`src/rtl/cpu_pkg.sv`:
```
// Shared types and constants for the CPU control unit: state encodings,
// opcode map, instruction classes and instruction-word field positions.
package cpu_pkg;

    typedef enum logic [3:0] {
        ST_RESET    = 4'd0,
        ST_FETCH    = 4'd1,
        ST_DECODE   = 4'd2,
        ST_EXEC_ALU = 4'd3,
        ST_LOAD     = 4'd4,
        ST_STORE    = 4'd5,
        ST_JUMP     = 4'd6,
        ST_HALT     = 4'd7,
        ST_ILLEGAL  = 4'd8
    } state_e;

    typedef enum logic [3:0] {
        CLS_NOP,
        CLS_ALU,
        CLS_LD,
        CLS_ST,
        CLS_JMP,
        CLS_JZ,
        CLS_JN,
        CLS_HALT,
        CLS_ILLEGAL
    } instr_class_e;

    typedef struct packed {
        logic c;
        logic n;
        logic z;
    } flags_t;

    localparam logic [6:0] OP_NOP  = 7'h00;
    localparam logic [6:0] OP_LD   = 7'h20;
    localparam logic [6:0] OP_ST   = 7'h21;
    localparam logic [6:0] OP_JMP  = 7'h30;
    localparam logic [6:0] OP_JZ   = 7'h31;
    localparam logic [6:0] OP_JN   = 7'h32;
    localparam logic [6:0] OP_HALT = 7'h3F;

    // ALU opcodes occupy 7'h10-7'h1F; the low nibble is the ALU operation.
    localparam logic [2:0] OP_ALU_HI = 3'b001;

    localparam logic [3:0] ALU_PASS_R = 4'h0;

    localparam int OP_MSB = 15;
    localparam int OP_LSB = 9;
    localparam int WA_MSB = 8;
    localparam int WA_LSB = 6;
    localparam int RA_MSB = 5;
    localparam int RA_LSB = 3;
    localparam int SA_MSB = 2;
    localparam int SA_LSB = 0;

endpackage

```
`src/rtl/cpu_control_unit_if.sv`:
```
// Control-unit <-> execution-unit bundle: EU status into the control unit,
// every EU control strobe and register address out of it.
interface cpu_control_unit_if;
    import cpu_pkg::*;

    logic [15:0] ir;
    logic        c;
    logic        n;
    logic        z;

    logic [2:0]  w_adr;
    logic [2:0]  r_adr;
    logic [2:0]  s_adr;
    logic [3:0]  alu_op;
    logic        s_sel;
    logic        ds;
    logic        reg_w_en;
    logic        pc_ld;
    logic        pc_inc;
    logic        ir_ld;
    logic        adr_sel;
    logic        mem_r_en;
    logic        mem_w_en;
    logic        halted;
    logic [3:0]  state;

    modport master (
        input  ir, c, n, z,
        output w_adr, r_adr, s_adr, alu_op, s_sel, ds, reg_w_en,
               pc_ld, pc_inc, ir_ld, adr_sel, mem_r_en, mem_w_en,
               halted, state
    );

    modport slave (
        output ir, c, n, z,
        input  w_adr, r_adr, s_adr, alu_op, s_sel, ds, reg_w_en,
               pc_ld, pc_inc, ir_ld, adr_sel, mem_r_en, mem_w_en,
               halted, state
    );

endinterface

```
`src/rtl/cpu_control_unit_decoder.sv`:
```
// Combinational opcode classifier: maps the 7-bit opcode to an instruction
// class and flags whether the opcode is defined at all.
module cu_decoder
    import cpu_pkg::*;
(
    input  logic [6:0]   op_i,
    output instr_class_e cls_o,
    output logic         legal_o
);

    always_comb begin
        cls_o = CLS_ILLEGAL;
        if (op_i[6:4] == OP_ALU_HI) begin
            cls_o = CLS_ALU;
        end else begin
            case (op_i)
                OP_NOP:  cls_o = CLS_NOP;
                OP_LD:   cls_o = CLS_LD;
                OP_ST:   cls_o = CLS_ST;
                OP_JMP:  cls_o = CLS_JMP;
                OP_JZ:   cls_o = CLS_JZ;
                OP_JN:   cls_o = CLS_JN;
                OP_HALT: cls_o = CLS_HALT;
                default: cls_o = CLS_ILLEGAL;
            endcase
        end
    end

    assign legal_o = (cls_o != CLS_ILLEGAL);

endmodule

```
`src/rtl/cpu_control_unit.sv`:
```
// Multi-cycle Moore control FSM for the 16-bit CPU: sequences fetch/decode/
// execute, drives every EU control input and holds the branch flag register.
module cpu_control_unit
    import cpu_pkg::*;
#(
    parameter bit HALT_ON_ILLEGAL = 1'b1
) (
    input  logic               clk,
    input  logic               reset,
    cpu_control_unit_if.master bus
);

    state_e       state_q, state_d;
    flags_t       flags_q;
    instr_class_e cls;
    logic         legal;

    logic [6:0] op;
    logic [2:0] wa, ra, sa;

    assign op = bus.ir[OP_MSB:OP_LSB];
    assign wa = bus.ir[WA_MSB:WA_LSB];
    assign ra = bus.ir[RA_MSB:RA_LSB];
    assign sa = bus.ir[SA_MSB:SA_LSB];

    cu_decoder u_decoder (
        .op_i    (op),
        .cls_o   (cls),
        .legal_o (legal)
    );

    // NOTE: every signal written here gets a default first, so no path leaves it unassigned and no latch is inferred.
    always_comb begin
        state_d = ST_RESET;
        case (state_q)
            ST_RESET:  state_d = ST_FETCH;
            ST_FETCH:  state_d = ST_DECODE;
            ST_DECODE: begin
                if (!legal) begin
                    state_d = HALT_ON_ILLEGAL ? ST_ILLEGAL : ST_FETCH;
                end else begin
                    case (cls)
                        CLS_ALU:  state_d = ST_EXEC_ALU;
                        CLS_LD:   state_d = ST_LOAD;
                        CLS_ST:   state_d = ST_STORE;
                        CLS_JMP:  state_d = ST_JUMP;
                        // Conditional branches test the latched flags, never live c/n/z.
                        CLS_JZ:   state_d = flags_q.z ? ST_JUMP : ST_FETCH;
                        CLS_JN:   state_d = flags_q.n ? ST_JUMP : ST_FETCH;
                        CLS_HALT: state_d = ST_HALT;
                        default:  state_d = ST_FETCH;
                    endcase
                end
            end
            ST_EXEC_ALU, ST_LOAD, ST_STORE, ST_JUMP: state_d = ST_FETCH;
            ST_HALT:    state_d = ST_HALT;
            ST_ILLEGAL: state_d = ST_ILLEGAL;
            default:    state_d = ST_RESET;
        endcase
    end

    // NOTE: sequential state uses non-blocking assignments so every register samples pre-edge values.
    always_ff @(posedge clk) begin
        if (reset) begin
            state_q <= ST_RESET;
            flags_q <= '0;
        end else begin
            state_q <= state_d;
            if (state_q == ST_EXEC_ALU) begin
                flags_q <= '{c: bus.c, n: bus.n, z: bus.z};
            end
        end
    end

    always_comb begin
        bus.w_adr    = '0;
        bus.r_adr    = '0;
        bus.s_adr    = '0;
        bus.alu_op   = '0;
        bus.s_sel    = 1'b0;
        bus.ds       = 1'b0;
        bus.reg_w_en = 1'b0;
        bus.pc_ld    = 1'b0;
        bus.pc_inc   = 1'b0;
        bus.ir_ld    = 1'b0;
        bus.adr_sel  = 1'b0;
        bus.mem_r_en = 1'b0;
        bus.mem_w_en = 1'b0;
        bus.halted   = 1'b0;
        bus.state    = state_q;

        if (state_q inside {ST_DECODE, ST_EXEC_ALU, ST_LOAD, ST_STORE, ST_JUMP}) begin
            bus.w_adr = wa;
            bus.r_adr = ra;
            bus.s_adr = sa;
        end

        case (state_q)
            ST_FETCH: begin
                bus.mem_r_en = 1'b1;
                bus.ir_ld    = 1'b1;
                bus.pc_inc   = 1'b1;
            end
            ST_EXEC_ALU: begin
                bus.alu_op   = op[3:0];
                bus.reg_w_en = 1'b1;
            end
            ST_LOAD: begin
                bus.adr_sel  = 1'b1;
                bus.mem_r_en = 1'b1;
                bus.ds       = 1'b1;
                bus.reg_w_en = 1'b1;
            end
            ST_STORE: begin
                bus.adr_sel  = 1'b1;
                bus.mem_w_en = 1'b1;
            end
            ST_JUMP: begin
                bus.alu_op = ALU_PASS_R;
                bus.pc_ld  = 1'b1;
            end
            ST_HALT, ST_ILLEGAL: bus.halted = 1'b1;
            default: ;
        endcase
    end

endmodule

```
`src/flat_wrapper.sv`:
```
// flat-port wrapper written by rule: the top's interface ports become plain ports
module cpu_control_unit_flat import cpu_pkg::*;
#(
    parameter bit HALT_ON_ILLEGAL = 1'b1
)
  (clk, reset, bus_ir, bus_c, bus_n, bus_z, bus_w_adr, bus_r_adr, bus_s_adr, bus_alu_op, bus_s_sel, bus_ds, bus_reg_w_en, bus_pc_ld, bus_pc_inc, bus_ir_ld, bus_adr_sel, bus_mem_r_en, bus_mem_w_en, bus_halted, bus_state);
  cpu_control_unit_if bus_i ();
  input  logic clk;
  input  logic reset;
  input wire logic [$bits(bus_i.ir)-1:0] bus_ir;
  input wire logic [$bits(bus_i.c)-1:0] bus_c;
  input wire logic [$bits(bus_i.n)-1:0] bus_n;
  input wire logic [$bits(bus_i.z)-1:0] bus_z;
  output wire logic [$bits(bus_i.w_adr)-1:0] bus_w_adr;
  output wire logic [$bits(bus_i.r_adr)-1:0] bus_r_adr;
  output wire logic [$bits(bus_i.s_adr)-1:0] bus_s_adr;
  output wire logic [$bits(bus_i.alu_op)-1:0] bus_alu_op;
  output wire logic [$bits(bus_i.s_sel)-1:0] bus_s_sel;
  output wire logic [$bits(bus_i.ds)-1:0] bus_ds;
  output wire logic [$bits(bus_i.reg_w_en)-1:0] bus_reg_w_en;
  output wire logic [$bits(bus_i.pc_ld)-1:0] bus_pc_ld;
  output wire logic [$bits(bus_i.pc_inc)-1:0] bus_pc_inc;
  output wire logic [$bits(bus_i.ir_ld)-1:0] bus_ir_ld;
  output wire logic [$bits(bus_i.adr_sel)-1:0] bus_adr_sel;
  output wire logic [$bits(bus_i.mem_r_en)-1:0] bus_mem_r_en;
  output wire logic [$bits(bus_i.mem_w_en)-1:0] bus_mem_w_en;
  output wire logic [$bits(bus_i.halted)-1:0] bus_halted;
  output wire logic [$bits(bus_i.state)-1:0] bus_state;
  assign bus_i.ir = bus_ir;
  assign bus_i.c = bus_c;
  assign bus_i.n = bus_n;
  assign bus_i.z = bus_z;
  assign bus_w_adr = bus_i.w_adr;
  assign bus_r_adr = bus_i.r_adr;
  assign bus_s_adr = bus_i.s_adr;
  assign bus_alu_op = bus_i.alu_op;
  assign bus_s_sel = bus_i.s_sel;
  assign bus_ds = bus_i.ds;
  assign bus_reg_w_en = bus_i.reg_w_en;
  assign bus_pc_ld = bus_i.pc_ld;
  assign bus_pc_inc = bus_i.pc_inc;
  assign bus_ir_ld = bus_i.ir_ld;
  assign bus_adr_sel = bus_i.adr_sel;
  assign bus_mem_r_en = bus_i.mem_r_en;
  assign bus_mem_w_en = bus_i.mem_w_en;
  assign bus_halted = bus_i.halted;
  assign bus_state = bus_i.state;
  cpu_control_unit #(.HALT_ON_ILLEGAL(HALT_ON_ILLEGAL)) u_core (.clk(clk), .reset(reset), .bus(bus_i));
endmodule
```
`config.mk`:
```
export PLATFORM = sky130hd
export DESIGN_NAME = cpu_control_unit_flat
export DESIGN_NICKNAME = d
export VERILOG_FILES = /design/src/rtl/cpu_pkg.sv /design/src/rtl/cpu_control_unit_if.sv /design/src/rtl/cpu_control_unit_decoder.sv /design/src/rtl/cpu_control_unit.sv /design/src/flat_wrapper.sv
export SDC_FILE = /design/constraint.sdc
export NUM_CORES = 1
export LEC_CHECK = 0
export CORE_MARGIN = 5
export CORE_UTILIZATION = 31
export DETAILED_ROUTE_END_ITERATION = 8
export GPL_TIMING_DRIVEN = 0
export PLACE_DENSITY = 0.82
export SYNTH_ARGS = -nofsm -noshare
export SYNTH_HDL_FRONTEND = slang
export SYNTH_SLANG_ARGS = --single-unit
export TNS_END_PERCENT = 5
```
`constraint.sdc`:
```
create_clock -name clk -period 1.3 [get_ports clk]
set_clock_uncertainty 0.05 [all_clocks]
set_input_delay 0.13 -clock clk [delete_from_list [all_inputs] [get_ports clk]]
set_output_delay 0.13 -clock clk [all_outputs]
set_load 0.02 [all_outputs]
```
==> flow_summary_export.csv, run 1 <==
group,metric,value,unit
run_status,status,"finished, violations left",
run_status,failed_checks,"negative setup slack",
floorplan,rows,17,
critical_path,arrival,1350,ps
clock_tree,clk_pin_slew,40,ps
critical_path,slowest_delay,420,ps
layout,syn2layout_area_growth,122,%
floorplan,die_area,3240,sq um
power_and_ir_drop,vdd_drop_max,0.000575,V
detailed_routing,post_drt_wl_per_cell,15.3,um
critical_path,rr_worst_depth,6,
synth,synthCells,94,
synth,netlist_area,682,sq um
detailed_routing,drc_errors,0,
sta,fin_ws,-233,ps
critical_path,crit_chain,"buf_6 > nand2_4 > or3_4 > nand2b_4 > buf_6",
critical_path,critPathTopFamily,"simple AND/OR/NAND/NOR gates",
clock_tree,clockBufferDepth,2,
grt,grt_max_degree,9,
sta,hold_viol_final,0,
detailed_routing,drt_pass1_iterations,4,
power_and_ir_drop,powerDensity,705,nW/um^2
place,port_buffers,45,
floorplan,io_pins,48,
grt,first_global_vias,936,
sta,fmax,652,MHz
power_and_ir_drop,power.total,0.00106,W
flow_run,maxCapViolations,0,
synth,synth_nets,115,
critical_path,path_max_fanout,3,
clock_tree,tritoncts,"done",
layout,fillCellCount,156,
power_and_ir_drop,cellLeakagePower,0.662,nW
detailed_routing,drtAntennaViolNets,0,
place,placed_area,1240,sq um
layout,nNetsFinal,183,
sta,holdWs,440,ps
critical_path,slowest_stage,"or3_4",
sta,drv_slew,0,
floorplan,fp.dieH,56.9,um
place,place_ws,-616,ps
floorplan,core,2150,sq um
worst_hold_path,hold_class,"in2reg",
clock_tree,worstSkewPairLatency,240,ps
worst_hold_path,hold_depth,4,
sta,fin_crit,1530,ps
place,gp_congestion,0.777,
grt,grt_pass1_wl,4170,um
clock_tree,cts_made_buffers,3,
layout,final_area,1510,sq um
clock_tree,cts.sinks,6,
critical_path,endpoint_kind,"output pin",
clock_tree,postCtsHoldBufs,0,
critical_path,crit_top_cell,"buf_6",
sta,finalSetupViolCount,26,
layout,n_antenna_cell,0,
sta,finalSetupTns,-3790,ps
grt,grt_antenna_before_repair,0,
sta,rsz0062_at_grt,"true",
detailed_routing,routed_wirelength,2870,um
grt,grt_use_total,15.8,%
synth,synth_cell_types,33,
synth,syn_avg_cell_area,7.25,sq um
detailed_routing,dr.first_iter.drc_count,45,
synth,ys_ff_latch,6,
floorplan,die_w,56.9,um
clock_tree,h-tree-depth,1,
critical_path,path_depth,5,
clock_tree,root_buffer,"clkbuf_4",
critical_path,crit_buf_inv,2,
synth,synth_seq_area_share,17.6,%
sta,period_share,118,%
critical_path,worstSetupPathType,"reg2out",
grt,grt_overflow,0,
critical_path,worstPathRequired,1120,ps
detailed_routing,via_per_inst,5.35,
critical_path,cp-start-kind,"flip-flop",
floorplan,initial_utilization,31.7,%
place,dp_hpwl,1890,um
synth,yosysWarnings,0,
layout,drive_gt1_share,58.1,%
detailed_routing,num_vias,1005,
path summary, 6_finish.rpt:
| path | startpoint | end | slack, ps |
|---|---|---|---|
| worst max-delay path | u_core.bus.state[2] | bus_mem_r_en | -230 |
| worst max register to register | u_core.bus.state[0] | u_core.bus.state[0] | -110 |
| worst min register to register | u_core.flags_q[1] | u_core.flags_q[1] | 460 |
| worst min-delay path | bus_ir[13] | u_core.bus.state[0] | 440 |
layer usage:
layer	up-vias	track usage, %	part of all wire (%)
met3	6	5.29	8.5
met2	60	30.0	53
met5	-	0	0
met1	472	16.4	37
met4	0	3.64	1.5
li1	467	-	-
registers in the layout (all words and copies together), names as in the netlist:
register	cells
u_core.bus.state	4
u_core.flags_q	2
kinds of logic (layout without fill, tap and decap cells):
family,Yosys count,count (layout),share of synthesized area (%)
AO/OA/AOI/OAI,23,23,23.9
XOR/XNOR,1,1,1.28
AND/OR/NAND/NOR,51,52,45.5
buffers and inverters,10,75,8.26
other,1,1,0.550
flip-flops,6,6,17.6
multiplexers,2,2,2.94
timing repair:
action | CTS | global route
resized for setup | 152 | 26
endpoints found under the setup margin | 32 | 27
gates cloned | 2 | 0
pin swaps | 11 | 11
setup buffers | 12 | 4
worst reg2reg max path, delay by kind of cell (launching register included):
family                 cells  cell delay [ps]
AND/OR/NAND/NOR            2              410
buffers and inverters      1              150
flip-flops                 1              330
AO/OA/AOI/OAI              3              390
layout make-up:
type / count / area (sq um) / area share [%]
Multi-Input combinational cell: 79 / 667 / 44.1
Timing Repair Buffer: 62 / 583 / 38.6
Sequential cell: 6 / 130 / 8.61
Buffer: 5 / 52.6 / 3.48
Tap cell: 28 / 35.0 / 2.32
Clock buffer: 3 / 22.5 / 1.49
Inverter: 5 / 21.3 / 1.41
cell usage after synthesis:
cell type,number,area share (%)
mux2i_1,2,2.9
and4_4,1,1.7
and2b_2,1,1.3
nor3_1,5,3.7
xnor2_1,1,1.3
a211oi_1,1,1.1
inv_1,5,2.8
nand2_1,5,2.8
nor4b_2,2,4.4
or3_1,1,0.92
o21ai_0,2,1.5
and2b_1,1,1.1
o221ai_1,1,1.3
conb_1,1,0.55
nand3_1,3,2.2
o22ai_1,2,1.8
nor3_4,1,2.4
a311oi_1,1,1.3
a221oi_2,1,2.2
o211ai_1,3,3.3
o31a_1,1,1.3
nor3_2,1,1.5
nor2_1,11,6.1
o31ai_1,1,1.1
a211oi_2,1,1.8
a22o_1,1,1.3
a21oi_1,6,4.4
o21ai_1,2,1.5
buf_4,5,5.5
dfxtp_1,6,18
and2_1,13,12
and2_2,1,1.1
nand2b_1,5,4.6
report_power, final:
part / total [W] / leakage [nW] / internal, W / switching (W)
clock: 0.000165 / 0.0138 / 0.000104 / 0.0000610
combinational: 0.000681 / 0.597 / 0.000342 / 0.000339
sequential: 0.000218 / 0.0511 / 0.000202 / 0.0000168
cells in the final DEF, fill, tap and decap left out, types with 3 or more instances in the layout:
cell type	n
buf_6	21
buf_4	19
clkdlybuf4s50_1	12
and2_4	8
nor2_1	8
a21oi_1	6
nor3_4	4
dlygate4sd2_1	4
o21ai_1	3
nor2_4	3
nand2b_1	3
and2_1	3
and2_2	3
o211ai_1	3
clkbuf_4	3
clkdlybuf4s15_2	3
metrics by stage:
stage,std cells,util (%)
6_report,188,70.4
5_1_grt,188,70.4
4_1_cts,184,65.9
3_5_place_dp,167,57.8
3_3_place_gp,167,57.8
2_1_floorplan,94,-
No activity file was read; power rests on OpenSTA's default activity.
==> run 2: changes to the inputs <==
--- a/constraint.sdc
+++ b/constraint.sdc
@@ -3,3 +3,3 @@
 set_input_delay 0.13 -clock clk [delete_from_list [all_inputs] [get_ports clk]]
 set_output_delay 0.13 -clock clk [all_outputs]
-set_load 0.02 [all_outputs]
+set_load 0.01 [all_outputs]
==> run 2 against run 1 <==
- the run still ends with negative setup slack left
- worst setup slack worse by 24 ps
- cell count is 0.53% lower
- critical path type unchanged
- first-iteration DRC count down 42%
==> flow_summary_export.csv, run 2 (same netlist as run 1, synthesis figures left out) <==
group,metric,value,unit
sta,hold_viol_final,0,
layout,syn2layout_area_growth,108,%
layout,final_core_util,66.0,%
layout,n_antenna_cell,0,
critical_path,path_max_fanout,4,
place,placed_cells,167,
grt,grt_use_total,16.5,%
floorplan,die_w,56.9,um
critical_path,worstPathRequired,1120,ps
run_status,status,"finished, violations left",
sta,finalSetupViolCount,26,
place,dp_hpwl,1820,um
detailed_routing,drtAntennaViolNets,0,
critical_path,cp-start-kind,"flip-flop",
critical_path,slowest_delay,350,ps
critical_path,crit_buf_inv,3,
detailed_routing,num_vias,958,
place,gp_congestion,0.745,
place,port_buffers,45,
clock_tree,clk_pin_slew,40,ps
layout,final_cell_mix,"buf_2, buf_4, clkdlybuf4s50_1, buf_6, nor2_1",
critical_path,arrival,1380,ps
floorplan,core,2150,sq um
detailed_routing,post_drt_wl_per_cell,15.2,um
critical_path,worstSetupPathType,"reg2out",
detailed_routing,dr.first_iter.drc_count,26,
worst_hold_path,hold_depth,5,
layout,final_common_cell,"buf_2",
grt,grt_max_degree,9,
grt,grt_antenna_before_repair,0,
critical_path,startpoint,"u_core.bus.state[2]",
clock_tree,h-tree-depth,1,
layout,largest_reg_flops,4,
critical_path,rr_worst_depth,8,
sta,fmax,642,MHz
layout,layoutNonFillerInstCount,187,
floorplan,fp.dieH,56.9,um
clock_tree,worstSkewPairLatency,240,ps
grt,grt_pass1_wl,4250,um
place,place_ws,-601,ps
detailed_routing,routed_wirelength,2830,um
sta,fin_crit,1560,ps
run_status,failed_checks,"negative setup slack",
sta,finalSetupTns,-4020,ps
clock_tree,postCtsHoldBufs,0,
detailed_routing,via_per_inst,5.12,
power_and_ir_drop,power.total,0.00100,W
critical_path,path_depth,6,
clock_tree,root_buffer,"clkbuf_4",
critical_path,endpoint_kind,"output pin",
clock_tree,cts_made_buffers,3,
power_and_ir_drop,cellLeakagePower,0.668,nW
grt,grt_overflow,0,
critical_path,slowest_stage,"dfxtp_4",
clock_tree,clockBufferDepth,2,
grt,first_global_vias,903,
layout,fillCellCount,170,
clock_tree,cts.sinks,6,
worst_hold_path,hold_class,"in2reg",
floorplan,io_pins,48,
sta,fin_ws,-257,ps
clock_tree,tritoncts,"done",
layout,drive_gt1_share,47.2,%
detailed_routing,drt_pass1_iterations,4,
layout,nNetsFinal,182,
critical_path,crit_chain,"buf_6 > buf_8 > nor3_4 > nand2_1 > o21ai_1 > buf_2",
power_and_ir_drop,vdd_drop_max,0.000822,V
critical_path,critPathTopFamily,"buffers and inverters",
power_and_ir_drop,powerDensity,706,nW/um^2
sta,rsz0062_at_grt,"true",
floorplan,die_area,3240,sq um
worst_hold_path,worstHoldStart,"bus_ir[13]",
floorplan,initial_utilization,31.7,%
sta,drv_slew,0,
flow_run,maxCapViolations,0,
detailed_routing,drc_errors,0,
sta,period_share,120,%
floorplan,rows,17,
critical_path,reg2reg_from,"u_core.bus.state[2]",
-- run 2: cell types whose count changed in the layout (fill, tap and decap cells not counted), sizes merged --
cell / delta
dlymetal6s2s: +1
dlygate4sd2: +5
clkdlybuf4s15: -4
buf: -1
clkbuf: -2
-- run 2: per-layer routing --
metal  routed length (um)  share of wire (%)  global-route usage, %  vias to the layer above
li1                     -                  -                      -                      467
met1                 1140                 40                   18.3                      445
met2                 1470                 52                   30.2                       46
met3                  228                8.0                   6.67                        0
met4                    0                  0                   1.99                        0
met5                    0                  0                      0                        -
-- run 2: per-stage QoR --
stage	area [sq um]	hold slack [ps]
2_1_floorplan	687	145
3_3_place_gp	1170	428
3_5_place_dp	1170	453
4_1_cts	1330	456
5_1_grt	1420	458
6_report	1420	452
-- run 2: what timing repair did --
item	in CTS	in global routing
pin swaps	22	10
cloned	2	0
setup buffers	10	5
setup endpoints to repair	30	29
resized for setup	134	14
-- run 2: area by class of cell --
class / instances / area (sq um) / share of cell area [%]
multi-input cells: 79 / 636 / 44.8
repair buffers: 61 / 524 / 37.0
flip-flops and latches: 6 / 130 / 9.18
plain buffers: 5 / 48.8 / 3.44
well taps: 28 / 35.0 / 2.47
clock buffers: 3 / 22.5 / 1.59
inverters: 5 / 21.3 / 1.50
-- run 2: worst paths after layout --
check / endpoint / slack, ps
worst max-delay path: bus_halted / -260
worst min register to register: u_core.flags_q[1] / 460
worst max register to register: u_core.bus.state[2] / -110
worst min-delay path: u_core.bus.state[2] / 450
-- run 2: power by group --
part	internal, W	switching [W]	leakage (nW)
clock network	0.000104	0.0000616	0.0138
logic	0.000326	0.000291	0.603
registers	0.000202	0.0000163	0.0511
total	0.000632	0.000369	0.668
-- run 2: worst reg2reg max path: stages, from the launching register on --
cell     delay, ps
dfxtp_4        350
buf_6          130
buf_8          130
buf_4          140
buf_4          130
nor3_2          90
a22o_1         130
nand3_1         80
a21oi_1        110
==> run 3: changes to the inputs <==
PLACE_DENSITY = 0.76   (was 0.82)
==> run 3 against run 2 <==
- the run still ends with negative setup slack left
- register-to-register slack got worse by 40 ps
- final area rose by 1.4%
- utilization rose by 0.93 points
- via count rose by 3.2%
- non-clock buffer count rose by 4
- power fell by 0.21%
- highest routed layer is now met4
- flip-flop and latch count did not move
- critical endpoint is now bus_s_adr[0]
- count of clock-buffer cells in the layout did not move
- clock power rose by 2%
- combinational power fell by 1%
- worst setup slack improved by 32 ps
==> flow_summary_export.csv, run 3 (same netlist as run 1, synthesis figures left out) <==
group,metric,value,unit
critical_path,arrival,1350,ps
run_status,status,"finished, violations left",
sta,rsz0062_at_grt,"true",
place,gp_congestion,0.798,
grt,grt_use_total,18.4,%
power_and_ir_drop,switching_share,36.7,%
clock_tree,clockBufferDepth,2,
clock_tree,cts_made_buffers,3,
grt,grt_pass1_wl,4720,um
power_and_ir_drop,comb_power_share,61.1,%
grt,grt_max_degree,8,
critical_path,worstSetupPathType,"reg2out",
clock_tree,cts.sinks,6,
sta,period_share,117,%
critical_path,slowest_stage,"dfxtp_4",
power_and_ir_drop,powerDensity,695,nW/um^2
layout,final_cell_mix,"buf_4, buf_6, buf_2, clkdlybuf4s50_1",
sta,hold_viol_final,0,
power_and_ir_drop,seqPwrFrac,21.9,%
grt,grt_overflow,0,
grt,grt_antenna_before_repair,0,
floorplan,die_area,3240,sq um
clock_tree,postCtsHoldBufs,0,
clock_tree,clk_pin_slew,50,ps
place,dp_hpwl,1830,um
critical_path,slowest_delay,340,ps
critical_path,endpoint_kind,"output pin",
clock_tree,worstSkewPairLatency,240,ps
sta,finalSetupViolCount,26,
clock_tree,root_buffer,"clkbuf_4",
floorplan,initial_utilization,31.7,%
power_and_ir_drop,internal-power,0.000632,W
run_status,failed_checks,"negative setup slack",
power_and_ir_drop,cellLeakagePower,0.654,nW
floorplan,fp.dieH,56.9,um
detailed_routing,via_per_inst,5.18,
critical_path,cp-start-kind,"flip-flop",
detailed_routing,num_vias,989,
sta,holdWs,447,ps
place,port_buffers,45,
floorplan,core,2150,sq um
grt,first_global_vias,1046,
detailed_routing,drc_errors,0,
sta,fin_ws,-225,ps
critical_path,worstPathRequired,1120,ps
sta,drv_slew,0,
layout,final_common_cell,"buf_4",
detailed_routing,dr.first_iter.drc_count,22,
flow_run,maxCapViolations,0,
layout,n_antenna_cell,0,
layout,syn2layout_area_growth,111,%
detailed_routing,post_drt_wl_per_cell,15.0,um
floorplan,rows,17,
detailed_routing,routed_wirelength,2870,um
sta,finalSetupTns,-3930,ps
floorplan,die_w,56.9,um
clock_tree,tritoncts,"done",
power_and_ir_drop,p_clk_share,17.0,%
detailed_routing,drtAntennaViolNets,0,
layout,drive_gt1_share,54.0,%
power_and_ir_drop,switchingPower,0.000367,W
power_and_ir_drop,vdd_drop_max,0.000601,V
detailed_routing,drt_pass1_iterations,7,
critical_path,crit_top_cell,"buf_6",
sta,fmax,656,MHz
layout,nNetsFinal,186,
floorplan,io_pins,48,
layout,largest_reg_flops,4,
critical_path,path_max_fanout,5,
clock_tree,h-tree-depth,1,
critical_path,crit_chain,"buf_6 > nand3_2 > o21ai_2 > nor2_2 > buf_4 > and2_4 > buf_6",
sta,fin_crit,1530,ps
worst_hold_path,hold_class,"reg2reg",
## run 3: final timing paths
kind                       endpoint  depth (start not counted)  slack, ps           startpoint
setup / recovery       bus_s_adr[0]                          7       -230  u_core.bus.state[2]
hold / removal    u_core.flags_q[1]                          2        450    u_core.flags_q[1]
setup reg to reg  u_core.flags_q[0]                          7       -150  u_core.bus.state[3]
hold reg to reg   u_core.flags_q[1]                          2        450    u_core.flags_q[1]
## run 3: per-stage QoR
step	cell area, sq um	setup slack, ps	total power (W)	instances	util [%]
after global placement	1170	-563	0.000667	167	54.6
after floorplan	687	-72.1	0.000442	94	-
final	1440	-225	0.000999	191	66.9
after global routing	1440	-293	0.00107	191	66.9
after CTS	1400	-234	0.000972	188	64.9
after detailed placement	1170	-587	0.000673	167	54.6
## run 3: power by group through the flow
stage	Sequential (W)	Combinational (W)	Clock (W)
2_1_floorplan	0.000224	0.000218	0
3_3_place_gp	0.000219	0.000448	0
3_5_place_dp	0.000220	0.000453	0
4_1_cts	0.000219	0.000575	0.000177
5_1_grt	0.000220	0.000649	0.000197
6_report	0.000219	0.000610	0.000170
## run 3: cell type report
class	count	area [sq um]
Buffer	5	48.8
Clock buffer	3	22.5
Fill cell	179	711
Inverter	5	21.3
Multi-Input combinational cell	79	619
Sequential cell	6	130
Tap cell	28	35.0
Timing Repair Buffer	65	561
## run 3: layer usage
layer	global-route usage [%]	vias up	routed length [um]
met5	0	-	0
met4	11.6	0	49
met3	6.90	4	232
met2	32.6	55	1510
met1	17.6	454	1090
li1	-	476	-
## run 3: worst max-delay path: cells and delay by family, from the launching register on
family	cells	cell delay, ps
buffers and inverters	3	360
flip-flops	1	340
AND/OR/NAND/NOR	3	330
AO/OA/AOI/OAI	1	70
## run 3: what timing repair did
item	CTS	global route
gates resized for setup	144	13
pin swaps	20	12
buffers inserted	15	3
endpoints found under the setup margin	30	28
cloned	3	0
